**src/rtl/alu_op_pipe_if.sv**
```systemverilog
// Command/ALU/result signal bundle for alu_op_pipe.
// The slave modport is the pipe itself; the master modport is whoever drives commands and hosts the ALU.
interface alu_op_pipe_if;
    logic       in_valid;
    logic       in_ready;
    logic [7:0] in_a;
    logic [7:0] in_b;
    logic [2:0] in_sel;

    logic [7:0] alu_a;
    logic [7:0] alu_b;
    logic [2:0] alu_sel;
    logic [7:0] alu_result;
    logic       alu_zero;

    logic       out_valid;
    logic       out_ready;
    logic [7:0] out_result;
    logic       out_zero;
    logic [2:0] out_sel;

    modport slave (
        input  in_valid, in_a, in_b, in_sel,
        input  alu_result, alu_zero,
        input  out_ready,
        output in_ready,
        output alu_a, alu_b, alu_sel,
        output out_valid, out_result, out_zero, out_sel
    );

    modport master (
        output in_valid, in_a, in_b, in_sel,
        output alu_result, alu_zero,
        output out_ready,
        input  in_ready,
        input  alu_a, alu_b, alu_sel,
        input  out_valid, out_result, out_zero, out_sel
    );
endinterface

```
**src/rtl/alu_op_pipe.sv**
```systemverilog
// Two-stage elastic pipe wrapped around an external combinational ALU: S1 holds the operands
// presented to the ALU, S2 captures its result; op_count counts consumed results.
module alu_op_pipe #(
    parameter int CNT_W = 16
) (
    input  logic             clk,
    input  logic             rst_n,
    alu_op_pipe_if.slave     bus,
    output logic [CNT_W-1:0] op_count
);

    // S1: operand stage feeding the ALU
    logic       s1_valid_reg, s1_valid_next;
    logic [7:0] alu_a_reg, alu_a_next;
    logic [7:0] alu_b_reg, alu_b_next;
    logic [2:0] alu_sel_reg, alu_sel_next;

    // S2: result stage
    logic       out_valid_reg, out_valid_next;
    logic [7:0] out_result_reg, out_result_next;
    logic       out_zero_reg, out_zero_next;
    logic [2:0] out_sel_reg, out_sel_next;

    logic [CNT_W-1:0] op_count_reg, op_count_next;

    logic s1_adv;
    logic in_ready;
    logic in_fire;
    logic out_fire;

    // S1 may move forward whenever S2 is empty or being drained this cycle.
    assign s1_adv   = s1_valid_reg & (~out_valid_reg | bus.out_ready);
    assign in_ready = ~s1_valid_reg | s1_adv;
    assign in_fire  = bus.in_valid & in_ready;
    assign out_fire = out_valid_reg & bus.out_ready;

    always_comb begin
        s1_valid_next = s1_valid_reg;
        alu_a_next    = alu_a_reg;
        alu_b_next    = alu_b_reg;
        alu_sel_next  = alu_sel_reg;
        if (in_fire) begin
            s1_valid_next = 1'b1;
            alu_a_next    = bus.in_a;
            alu_b_next    = bus.in_b;
            alu_sel_next  = bus.in_sel;
        end else if (s1_adv) begin
            s1_valid_next = 1'b0;
        end
    end

    // A refill from S1 wins over a drain so out_valid stays high on back-to-back results.
    always_comb begin
        out_valid_next  = out_valid_reg;
        out_result_next = out_result_reg;
        out_zero_next   = out_zero_reg;
        out_sel_next    = out_sel_reg;
        if (s1_adv) begin
            out_valid_next  = 1'b1;
            out_result_next = bus.alu_result;
            out_zero_next   = bus.alu_zero;
            out_sel_next    = alu_sel_reg;
        end else if (out_fire) begin
            out_valid_next = 1'b0;
        end
    end

    always_comb begin
        op_count_next = op_count_reg;
        if (out_fire) begin
            op_count_next = op_count_reg + 1'b1;
        end
    end

    always_ff @(posedge clk or negedge rst_n) begin
        if (!rst_n) begin
            s1_valid_reg <= 1'b0;
            alu_a_reg    <= 8'h00;
            alu_b_reg    <= 8'h00;
            alu_sel_reg  <= 3'b000;
        end else begin
            s1_valid_reg <= s1_valid_next;
            alu_a_reg    <= alu_a_next;
            alu_b_reg    <= alu_b_next;
            alu_sel_reg  <= alu_sel_next;
        end
    end

    always_ff @(posedge clk or negedge rst_n) begin
        if (!rst_n) begin
            out_valid_reg  <= 1'b0;
            out_result_reg <= 8'h00;
            out_zero_reg   <= 1'b0;
            out_sel_reg    <= 3'b000;
            op_count_reg   <= '0;
        end else begin
            out_valid_reg  <= out_valid_next;
            out_result_reg <= out_result_next;
            out_zero_reg   <= out_zero_next;
            out_sel_reg    <= out_sel_next;
            op_count_reg   <= op_count_next;
        end
    end

    assign bus.in_ready   = in_ready;
    assign bus.alu_a      = alu_a_reg;
    assign bus.alu_b      = alu_b_reg;
    assign bus.alu_sel    = alu_sel_reg;
    assign bus.out_valid  = out_valid_reg;
    assign bus.out_result = out_result_reg;
    assign bus.out_zero   = out_zero_reg;
    assign bus.out_sel    = out_sel_reg;
    assign op_count       = op_count_reg;

endmodule

```
**src/flat_wrapper.sv**
```systemverilog
// flat-port wrapper written by rule: the top's interface ports become plain ports
module alu_op_pipe_flat 
#(
    parameter int CNT_W = 16
)
  (clk, rst_n, op_count, bus_in_valid, bus_in_a, bus_in_b, bus_in_sel, bus_alu_result, bus_alu_zero, bus_out_ready, bus_in_ready, bus_alu_a, bus_alu_b, bus_alu_sel, bus_out_valid, bus_out_result, bus_out_zero, bus_out_sel);
  alu_op_pipe_if bus_i ();
  input  logic clk;
  input  logic rst_n;
  output logic [CNT_W-1:0] op_count;
  input wire logic [$bits(bus_i.in_valid)-1:0] bus_in_valid;
  input wire logic [$bits(bus_i.in_a)-1:0] bus_in_a;
  input wire logic [$bits(bus_i.in_b)-1:0] bus_in_b;
  input wire logic [$bits(bus_i.in_sel)-1:0] bus_in_sel;
  input wire logic [$bits(bus_i.alu_result)-1:0] bus_alu_result;
  input wire logic [$bits(bus_i.alu_zero)-1:0] bus_alu_zero;
  input wire logic [$bits(bus_i.out_ready)-1:0] bus_out_ready;
  output wire logic [$bits(bus_i.in_ready)-1:0] bus_in_ready;
  output wire logic [$bits(bus_i.alu_a)-1:0] bus_alu_a;
  output wire logic [$bits(bus_i.alu_b)-1:0] bus_alu_b;
  output wire logic [$bits(bus_i.alu_sel)-1:0] bus_alu_sel;
  output wire logic [$bits(bus_i.out_valid)-1:0] bus_out_valid;
  output wire logic [$bits(bus_i.out_result)-1:0] bus_out_result;
  output wire logic [$bits(bus_i.out_zero)-1:0] bus_out_zero;
  output wire logic [$bits(bus_i.out_sel)-1:0] bus_out_sel;
  assign bus_i.in_valid = bus_in_valid;
  assign bus_i.in_a = bus_in_a;
  assign bus_i.in_b = bus_in_b;
  assign bus_i.in_sel = bus_in_sel;
  assign bus_i.alu_result = bus_alu_result;
  assign bus_i.alu_zero = bus_alu_zero;
  assign bus_i.out_ready = bus_out_ready;
  assign bus_in_ready = bus_i.in_ready;
  assign bus_alu_a = bus_i.alu_a;
  assign bus_alu_b = bus_i.alu_b;
  assign bus_alu_sel = bus_i.alu_sel;
  assign bus_out_valid = bus_i.out_valid;
  assign bus_out_result = bus_i.out_result;
  assign bus_out_zero = bus_i.out_zero;
  assign bus_out_sel = bus_i.out_sel;
  alu_op_pipe #(.CNT_W(CNT_W)) u_core (.clk(clk), .rst_n(rst_n), .bus(bus_i), .op_count(op_count));
endmodule
```
**config.mk**
```make
export PLATFORM = sky130hd
export DESIGN_NAME = alu_op_pipe_flat
export DESIGN_NICKNAME = d
export VERILOG_FILES = /design/src/rtl/alu_op_pipe_if.sv /design/src/rtl/alu_op_pipe.sv /design/src/flat_wrapper.sv
export SDC_FILE = /design/constraint.sdc
export NUM_CORES = 1
export LEC_CHECK = 0
export ABC_AREA = 1
export CAP_MARGIN = 20
export CORE_UTILIZATION = 47
export DETAILED_ROUTE_END_ITERATION = 7
export GPL_ROUTABILITY_DRIVEN = 0
export GPL_TIMING_DRIVEN = 1
export HOLD_SLACK_MARGIN = 0.15
export PLACE_DENSITY = 0.84
export SYNTH_ARGS = -nofsm -noshare
export SYNTH_HDL_FRONTEND = slang
export SYNTH_SLANG_ARGS = --single-unit
```
**constraint.sdc**
```tcl
create_clock -name clk -period 3.45 [get_ports clk]
set_input_delay 0.8625 -clock clk [delete_from_list [all_inputs] [get_ports clk]]
set_output_delay 0.8625 -clock clk [all_outputs]
set_load 0.03 [all_outputs]
```
; Yosys cells after proc, flatten, opt, wreduce, memory -nomap -nowiden
; Index checks and enable logic that the tools add are counted.
[word_totals]
out_inout_bits = 49
register_bits = 49
wordCells = 23
in_bits = 32
[op_classes]
muxes = 4
n_addsub = 1
n_bitwise = 7
reduce_logical = 2
[ops]
columns = op, count
row1 = "adder 16 x 1 -> 16 bit, second input constant", 1
row2 = 2-to-1 mux 1 bit, 4
row3 = nonzero test 2 bit, 2
row4 = bitwise AND 1 bit, 3
row5 = NOT 1 bit, 2
row6 = OR 1 bit, 2

; Longest topological paths before layout
; Gate-level depths: netlist of the first run.
[depth]
ltp_word = 6
ltp_mapped = 9
ltp_nobuf = 9

; Worst setup path after synthesis of the first run
; Ideal clock, no wire load.
[synth_path]
kind = input port to output port
startpoint = input bus_out_ready
endpoint = output bus_in_ready
setup_slack_ns = 1.251
cell_stages = 4
path_buffers = 2
arrival_time_ns = 1.336
path_cell_list = inv_2 nand3_1 buf_4 buf_4
[synth_between]
elab_chain_len = 3
[synth_rtl]
columns = element, line
row1 = start: declaration, flat_wrapper.sv:17  ; input wire logic [$bits(bus_i.out_ready)-1:0] bus_out_ready;
row2 = OR 1 bit, alu_op_pipe.sv:32  ; assign s1_adv = s1_valid_reg & (~out_valid_reg | bus.out_ready);
row3 = bitwise AND 1 bit, alu_op_pipe.sv:32
row4 = OR 1 bit, alu_op_pipe.sv:33  ; assign in_ready = ~s1_valid_reg | s1_adv;
row5 = end: declaration, flat_wrapper.sv:18  ; output wire logic [$bits(bus_i.in_ready)-1:0] bus_in_ready;
; Every way passes these cells.

; Worst setup path after layout of the first run
; Ends and elaborated chain as after synthesis.

==> flow_summary_export.csv, run 1 <==
group,metric,value,unit
status,status,"complete, no violations",
worst_hold_path,hp-class,"in2async",
yosys,postSynthCellCount,228,
global_routing,grt_max_degree,50,
clocking,clk_pin_slew,90,ps
global_routing,grt_pass1_wl,7.90,mm
yosys,yosys_warnings,0,
sta,post-route-period-util,0.774,
global_routing,met3_usage,0.0736,
sta,setup-violations-final,0,
yosys,ys_ff_latch,49,
place,dp_hpwl,3.50,mm
sta,finalCriticalPeriod,2670,ps
setup_path,cp_data_required_time,2590,ps
floorplan,core-area,4380,µm²
place,portBuffers,80,
clocking,postCtsSetupBuffers,0,
floorplan,die_w,69.9,µm
cells_and_area,fin_nets,344,
setup_path,slowest_delay,590,ps
floorplan,fp.dieArea,4880,µm²
routing,antenna_left,0,
clocking,cts-resized-gates,0,
setup_path,critical-path-slowest-cell,"clkdlybuf4s50_1",
sta,finalHoldViolations,0,
yosys,ys_types,23,
yosys,ys_seq_area_frac,0.566,
yosys,avgSynthCellArea,9.50,µm²
clocking,worstSkewPairLatency,290,ps
clocking,clockBufferDepth,2,
power,total_power,1.80,mW
setup_path,worst-path-max-fanout,3,
floorplan,boundaryPins,81,
floorplan,row_count,24,
setup_path,worstSetupPathType,"in2out",
power,peakVddDrop,0.312,mV
floorplan,die_h,69.9,µm
setup_path,r2r_end,"u_core.bus.alu_sel[2]",
setup_path,rrSetupSlack,1760,ps
sta,fin_setup_tns,0,ps
global_routing,grt_overflow,0,
global_routing,grt_pass1_vias,1781,
clocking,h-tree-depth,2,
sta,tightest_slew,628,ps
setup_path,reg2reg_from,"u_core.bus.out_valid",
yosys,syn_nets,261,
flow_run,maxCapViolations,0,
global_routing,use_met1,0.259,
clocking,cts_sinks,49,
routing,via_count,1803,
clocking,numCtsBuffers,5,
global_routing,grtUsageTotal,0.203,
cells_and_area,drive_above_1_share,0.0929,
sta,finalHoldWorstSlack,390,ps
yosys,synth_area,2170,µm²
sta,rsz0062_at_grt,"no",
routing,first_iter_violations,117,
clocking,postCtsHoldBufs,0,
cells_and_area,diodes,0,
global_routing,antenna_found_initial,0,
routing,drc,0,
routing,vias_per_cell,4.95,
sta,maxSlewViolCount,0,
setup_path,r2r_cells,5,
clocking,clockRootBuffer,"clkbuf_8",
routing,routed_wl,4.59,mm
power,powerDensity,583,nW/µm²
cells_and_area,largest_register_ffs,16,
sta,max-slew-margin-rel,0.580,
setup_path,cp-end-kind,"output port",
cells_and_area,area_growth,42.9,%
clocking,cts_tree,"done",
setup_path,start_kind,"input port",
global_routing,use_met2,0.332,
routing,wire_per_inst,12.6,µm
sta,clock_skew,8.24,ps
sta,fmax,374,MHz
power,p_leak,1.50,nW
global_routing,busiest_layer,"met2",
floorplan,start_util,0.494,
setup_path,path_cells,"clkdlybuf4s50_1 > inv_2 > nand3_1 > buf_4",
setup_path,crit_arrival,1810,ps
routing,first_pass_iters,4,
==> worst max-delay path: cells and delay by family <==
| kind | cells | cell delay (ps) |
|---|---|---|
| buf+inv | 3 | 840 |
| simple gates | 1 | 110 |
==> logic make-up after synthesis <==
kind of cell,after synthesis,synth area share
AOI/OAI and AO/OA,4,0.00924
adders and majority gates,1,0.00578
buffers and inverters,30,0.0607
DFF,49,0.566
and+or+nand+nor,124,0.257
muxes,10,0.0607
xor gates and xnor gates,10,0.0404
==> placed cells by master, fill, tap and decap left out, drive strengths merged <==
cell type / n
a21oi: 2
buf: 5
clkbuf: 8
clkdlybuf4s50: 78
dfrtp: 49
ha: 1
inv: 23
mux2: 10
nand2: 74
nand3: 23
nand4: 5
nor2: 18
nor3: 4
o21ai: 2
xnor2: 3
xor2: 7
==> cell type report <==
class | instances | area (µm²)
Sequential cell | 49 | 1230
Inverter | 23 | 86.3
Clock buffer | 8 | 80.1
Multi-Input combinational cell | 149 | 808
Tap cell | 52 | 65.1
Fill cell | 367 | 1290
Timing Repair Buffer | 83 | 828
==> where the power goes <==
group          internal (mW)  switching [mW]  total (mW)
Sequential             0.683          0.0935       0.776
Combinational          0.306           0.400       0.706
Clock                  0.144           0.177       0.321
Total                   1.13           0.670        1.80
==> per-stage QoR <==
stage / instance area (µm²) / util / instances / setup slack (ps)
floorplan: 2170 / - / 228 / 1250
global placement: 2990 / 0.683 / 355 / 790
detailed placement: 2990 / 0.683 / 355 / 754
CTS: 3070 / 0.701 / 363 / 772
global route: 3090 / 0.706 / 364 / 711
finish: 3090 / 0.706 / 364 / 779
==> worst max path at each step <==
stage / start / end / slack [ps] / depth (start not counted)
floorplan: bus_out_ready / bus_in_ready / 1250 / 4
global placement: bus_out_ready / bus_in_ready / 790 / 4
detailed placement: bus_out_ready / u_core.bus.alu_sel[2] / 750 / 7
CTS: bus_out_ready / bus_in_ready / 770 / 4
global route: bus_out_ready / bus_in_ready / 710 / 4
finish: bus_out_ready / bus_in_ready / 780 / 4
==> synthesized netlist by cell type (all sizes together) <==
master	n	area, µm²
nand3	23	115
inv	23	86.3
xnor2	3	26.3
nand4	5	31.3
a21oi	2	10.0
xor2	7	61.3
mux2	10	131
buf	7	45.0
ha	1	12.5
dfrtp	49	1230
nor2	18	72.6
nand2	74	295
o21ai	2	10.0
nor3	4	42.5
==> per-layer routing <==
metal / part of all wire / vias up
met5: 0 / -
met4: 0.0076 / 0
met3: 0.091 / 4
met2: 0.48 / 67
met1: 0.42 / 854
li1: - / 878
Note: power is estimated with default switching activity, not from simulation.
==> run 2, diff against run 1 <==
CORE_UTILIZATION = 40   (was 47)
PLACE_DENSITY = 0.76   (was 0.84)
clock period = 2.45 ns   (was 3.45 ns; I/O delays follow)
==> flow_summary_export.csv, run 2 (synthesis results as in run 1) <==
group,metric,value,unit
cells_and_area,diodes,0,
setup_path,critical-path-slowest-cell,"clkdlybuf4s50_1",
setup_path,worst-path-max-fanout,3,
sta,fin_setup_tns,0,ps
clocking,cts_sinks,49,
cells_and_area,fin_cells,384,
global_routing,grt_overflow,0,
power,p_leak,1.53,nW
power,powerDensity,869,nW/µm²
cells_and_area,largest_register_ffs,16,
clocking,worstSkewPairLatency,290,ps
setup_path,cp_data_required_time,1840,ps
sta,max-slew-margin-rel,0.685,
setup_path,rrSetupSlack,980,ps
worst_hold_path,hp-class,"in2async",
floorplan,die_w,75.6,µm
clocking,postCtsSetupBuffers,0,
floorplan,row_count,26,
place,dp_hpwl,3.65,mm
clocking,cts_tree,"done",
sta,post-route-period-util,0.898,
cells_and_area,area_growth,46.5,%
place,place_ws,239,ps
sta,finalHoldViolations,0,
sta,layout_setup_ws,249,ps
routing,antenna_left,0,
sta,tightest_slew,473,ps
clocking,clockRootBuffer,"clkbuf_8",
routing,first_iter_violations,102,
routing,wire_per_inst,12.4,µm
floorplan,die_h,75.6,µm
setup_path,crit_arrival,1590,ps
cells_and_area,drive_above_1_share,0.108,
global_routing,grt_pass1_wl,7.80,mm
cells_and_area,layout_commonest_cell,"clkdlybuf4s50_1",
sta,fmax,454,MHz
global_routing,antenna_found_initial,0,
clocking,numCtsBuffers,5,
global_routing,grt_max_degree,39,
clocking,h-tree-depth,2,
setup_path,slowest_delay,600,ps
clocking,clk_pin_slew,90,ps
clocking,clockBufferDepth,2,
cells_and_area,final_cell_mix,"clkdlybuf4s50_1, nand2_1, dfrtp_1",
status,status,"complete, no violations",
setup_path,path_cells,"clkdlybuf4s50_1 > inv_2 > nand3_1 > buf_4",
setup_path,worstSetupPathType,"in2out",
routing,first_pass_iters,4,
sta,setup-violations-final,0,
global_routing,grtUsageTotal,0.184,
power,total_power,2.76,mW
power,peakVddDrop,0.516,mV
routing,routed_wl,4.78,mm
setup_path,start_kind,"input port",
global_routing,grt_pass1_vias,1716,
flow_run,maxCapViolations,0,
floorplan,start_util,0.419,
sta,clock_skew,3.55,ps
clocking,postCtsHoldBufs,0,
setup_path,cpLargestDelayFamily,"buffers and inverters",
sta,finalCriticalPeriod,2200,ps
routing,vias_per_cell,4.69,
setup_path,critical_path_buf_inv_count,3,
floorplan,core-area,5170,µm²
clocking,cts-resized-gates,0,
routing,via_count,1802,
setup_path,cp-end-kind,"output port",
cells_and_area,fin_nets,346,
place,dp.cells,376,
place,portBuffers,80,
sta,rsz0062_at_grt,"no",
routing,drc,0,
floorplan,fp.dieArea,5710,µm²
sta,maxSlewViolCount,0,
floorplan,boundaryPins,81,
-- run 2: layer usage --
| metal | routed length (µm) | track usage | part of all wire | vias to the layer above |
|---|---|---|---|---|
| li1 | - | - | - | 891 |
| met1 | 2080 | 0.225 | 0.44 | 841 |
| met2 | 2330 | 0.318 | 0.49 | 66 |
| met3 | 342 | 0.0595 | 0.072 | 4 |
| met4 | 21 | 0.0432 | 0.0044 | 0 |
| met5 | 0 | 0 | 0 | - |
-- run 2: final cells by class --
class                           count  area (µm²)
Multi-Input combinational cell    149         808
Sequential cell                    49        1230
Fill cell                         438        2000
Tap cell                           70        87.6
Inverter                           23        86.3
Clock inverter                      3        65.1
Timing Repair Buffer               85         831
Clock buffer                        5        68.8
-- run 2: power breakdown --
group          total (mW)  switching (mW)  internal, mW
clock network       0.664           0.259         0.405
registers            1.09           0.125         0.961
logic                1.01           0.572         0.435
-- run 2: worst paths after layout --
check | end | depth (start not counted) | start
min reg2reg | u_core.bus.alu_a[3] | 2 | u_core.bus.alu_a[3]
min in group clk | u_core.bus.alu_a[3] | 2 | u_core.bus.alu_a[3]
max in group asynchronous | u_core.bus.out_sel[2] | 2 | rst_n
min | u_core.bus.out_result[1] | 1 | rst_n
max reg2reg | u_core.bus.alu_sel[2] | 7 | u_core.bus.out_valid
max | bus_in_ready | 4 | bus_out_ready
-- run 2: stage by stage --
step / utilization / cell area (µm²) / hold WS [ps]
final: 0.613 / 3170 / 177
after global routing: 0.613 / 3170 / 173
after CTS: 0.613 / 3170 / 172
after detailed placement: 0.588 / 3040 / 462
after global placement: 0.588 / 3040 / 464
after floorplan: - / 2170 / 317
==> run 3, diff against run 2 <==
CORE_UTILIZATION = 47   (was 40)
GPL_TIMING_DRIVEN = unset   (was 1)
PLACE_DENSITY = 0.84   (was 0.76)
clock period = 2.7 ns   (was 2.45 ns; I/O delays follow)
==> flow_summary_export.csv, run 3 (synthesis results as in run 1) <==
group,metric,value,unit
status,status,"complete, no violations",
sta,clock_skew,4.27,ps
sta,rsz0062_at_grt,"no",
sta,max-slew-margin-rel,0.607,
clocking,cts-resized-gates,0,
cells_and_area,area_growth,43.1,%
routing,drc,0,
power,power_frac_comb,0.393,
setup_path,worst-path-max-fanout,3,
setup_path,r2r_end,"u_core.bus.alu_sel[1]",
floorplan,core-area,4380,µm²
global_routing,grt_pass1_vias,1699,
routing,routed_wl,4.49,mm
clocking,cts_sinks,49,
cells_and_area,fin_nets,346,
routing,antenna_left,0,
power,peakVddDrop,0.403,mV
setup_path,crit_arrival,1660,ps
cells_and_area,postLayoutCoreUtil,0.707,
sta,finalHoldViolations,0,
global_routing,grt_overflow,0,
sta,fmax,429,MHz
routing,wl_met3,419,µm
power,p_leak,1.51,nW
setup_path,rrSetupSlack,1180,ps
routing,first_pass_iters,4,
global_routing,grtUsageTotal,0.194,
clocking,numCtsBuffers,5,
setup_path,cp-end-kind,"output port",
setup_path,r2r_cells,6,
sta,tightest_slew,590,ps
routing,vias_per_cell,4.79,
floorplan,die_h,69.9,µm
worst_hold_path,hp-class,"in2async",
floorplan,fp.dieArea,4880,µm²
sta,post-route-period-util,0.864,
cells_and_area,final_cell_mix,"clkdlybuf4s50_1, nand2_1, dfrtp_1",
power,clkPwrFrac,0.177,
floorplan,start_util,0.494,
clocking,worstSkewPairLatency,300,ps
sta,finalCriticalPeriod,2330,ps
power,intPower,1.44,mW
setup_path,worstSetupPathType,"in2out",
routing,first_iter_violations,104,
floorplan,boundaryPins,81,
cells_and_area,nFillCells,376,
cells_and_area,largest_register_ffs,16,
sta,maxSlewViolCount,0,
setup_path,critical-path-slowest-cell,"clkdlybuf4s50_1",
global_routing,grt_max_degree,50,
cells_and_area,drive_above_1_share,0.105,
clocking,postCtsHoldBufs,0,
sta,setup-violations-final,0,
clocking,clockBufferDepth,2,
routing,route.met2.wl,2.08,mm
global_routing,grt_pass1_wl,7.51,mm
floorplan,row_count,24,
floorplan,die_w,69.9,µm
clocking,postCtsSetupBuffers,0,
clocking,clockRootBuffer,"clkbuf_8",
sta,fin_setup_tns,0,ps
power,powerDensity,742,nW/µm²
routing,via_count,1752,
setup_path,slowest_delay,580,ps
routing,top_layer,"met4",
place,portBuffers,80,
setup_path,start_kind,"input port",
cells_and_area,layout_commonest_cell,"clkdlybuf4s50_1",
flow_run,maxCapViolations,0,
cells_and_area,diodes,0,
clocking,clk_pin_slew,80,ps
clocking,h-tree-depth,2,
global_routing,antenna_found_initial,0,
setup_path,cp_data_required_time,2030,ps
power,sw_frac_of_total,0.372,
power,pwr-share-seq,0.430,
power,p_switching,0.855,mW
routing,wire_per_inst,12.3,µm
setup_path,worstSetupStartpoint,"bus_out_ready",
setup_path,reg2reg_from,"u_core.bus.out_valid",
setup_path,path_cells,"clkdlybuf4s50_1 > inv_2 > nand3_1 > buf_4",
clocking,cts_tree,"done",
routing,met1Wirelength,1.94,mm
place,dp_hpwl,3.45,mm
## run 3: changes by cell type in the layout (fill, tap and decap cells not counted), sizes merged
cell,delta
clkinv,+1
clkbuf,+1
bufinv,-2
## run 3: worst max path at each step
stage                                      to  slack, ps  depth (start not counted)
final                            bus_in_ready        370                          4
after global routing             bus_in_ready        340                          4
after CTS                        bus_in_ready        360                          4
after detailed placement  u_core.bus.alu_a[0]        360                          8
after global placement           bus_in_ready        390                          4
after floorplan                  bus_in_ready        880                          4
## run 3: metrics by stage
| step | worst slack [ps] | area (µm²) | hold WS [ps] | cells | power (mW) |
|---|---|---|---|---|---|
| 6_report | 367 | 3100 | 468 | 366 | 2.30 |
| 5_1_grt | 343 | 3100 | 485 | 366 | 2.42 |
| 4_1_cts | 362 | 3100 | 482 | 366 | 2.33 |
| 3_5_place_dp | 363 | 3020 | 460 | 358 | 1.91 |
| 3_3_place_gp | 386 | 3020 | 453 | 358 | 1.89 |
| 2_1_floorplan | 876 | 2170 | 379 | 228 | 1.51 |
## run 3: power groups by stage
stage | registers, mW | clock network [mW] | logic (mW)
2_1_floorplan | 1.26 | 0 | 0.247
3_3_place_gp | 0.995 | 0 | 0.892
3_5_place_dp | 1.00 | 0 | 0.913
4_1_cts | 0.990 | 0.422 | 0.914
5_1_grt | 1.01 | 0.450 | 0.957
6_report | 0.988 | 0.408 | 0.903
## run 3: critical path: cells and delay by family
kind | cells | cell delay [ps]
buf+inv | 3 | 840
simple gates | 1 | 140
## run 3: per-layer routing
| metal | vias to the layer above | global-route usage |
|---|---|---|
| met5 | - | 0 |
| met4 | 0 | 0.0400 |
| met3 | 5 | 0.0779 |
| met2 | 68 | 0.330 |
| met1 | 799 | 0.233 |
| li1 | 880 | - |
## run 3: cell type report
type,count,area (µm²),share of cell area
Sequential cell,49,1230,0.396
Timing Repair Buffer,85,831,0.268
Multi-Input combinational cell,149,808,0.261
Inverter,23,86.3,0.0279
Clock buffer,6,72.6,0.0234
Tap cell,52,65.1,0.0210
Clock inverter,2,10.0,0.00323
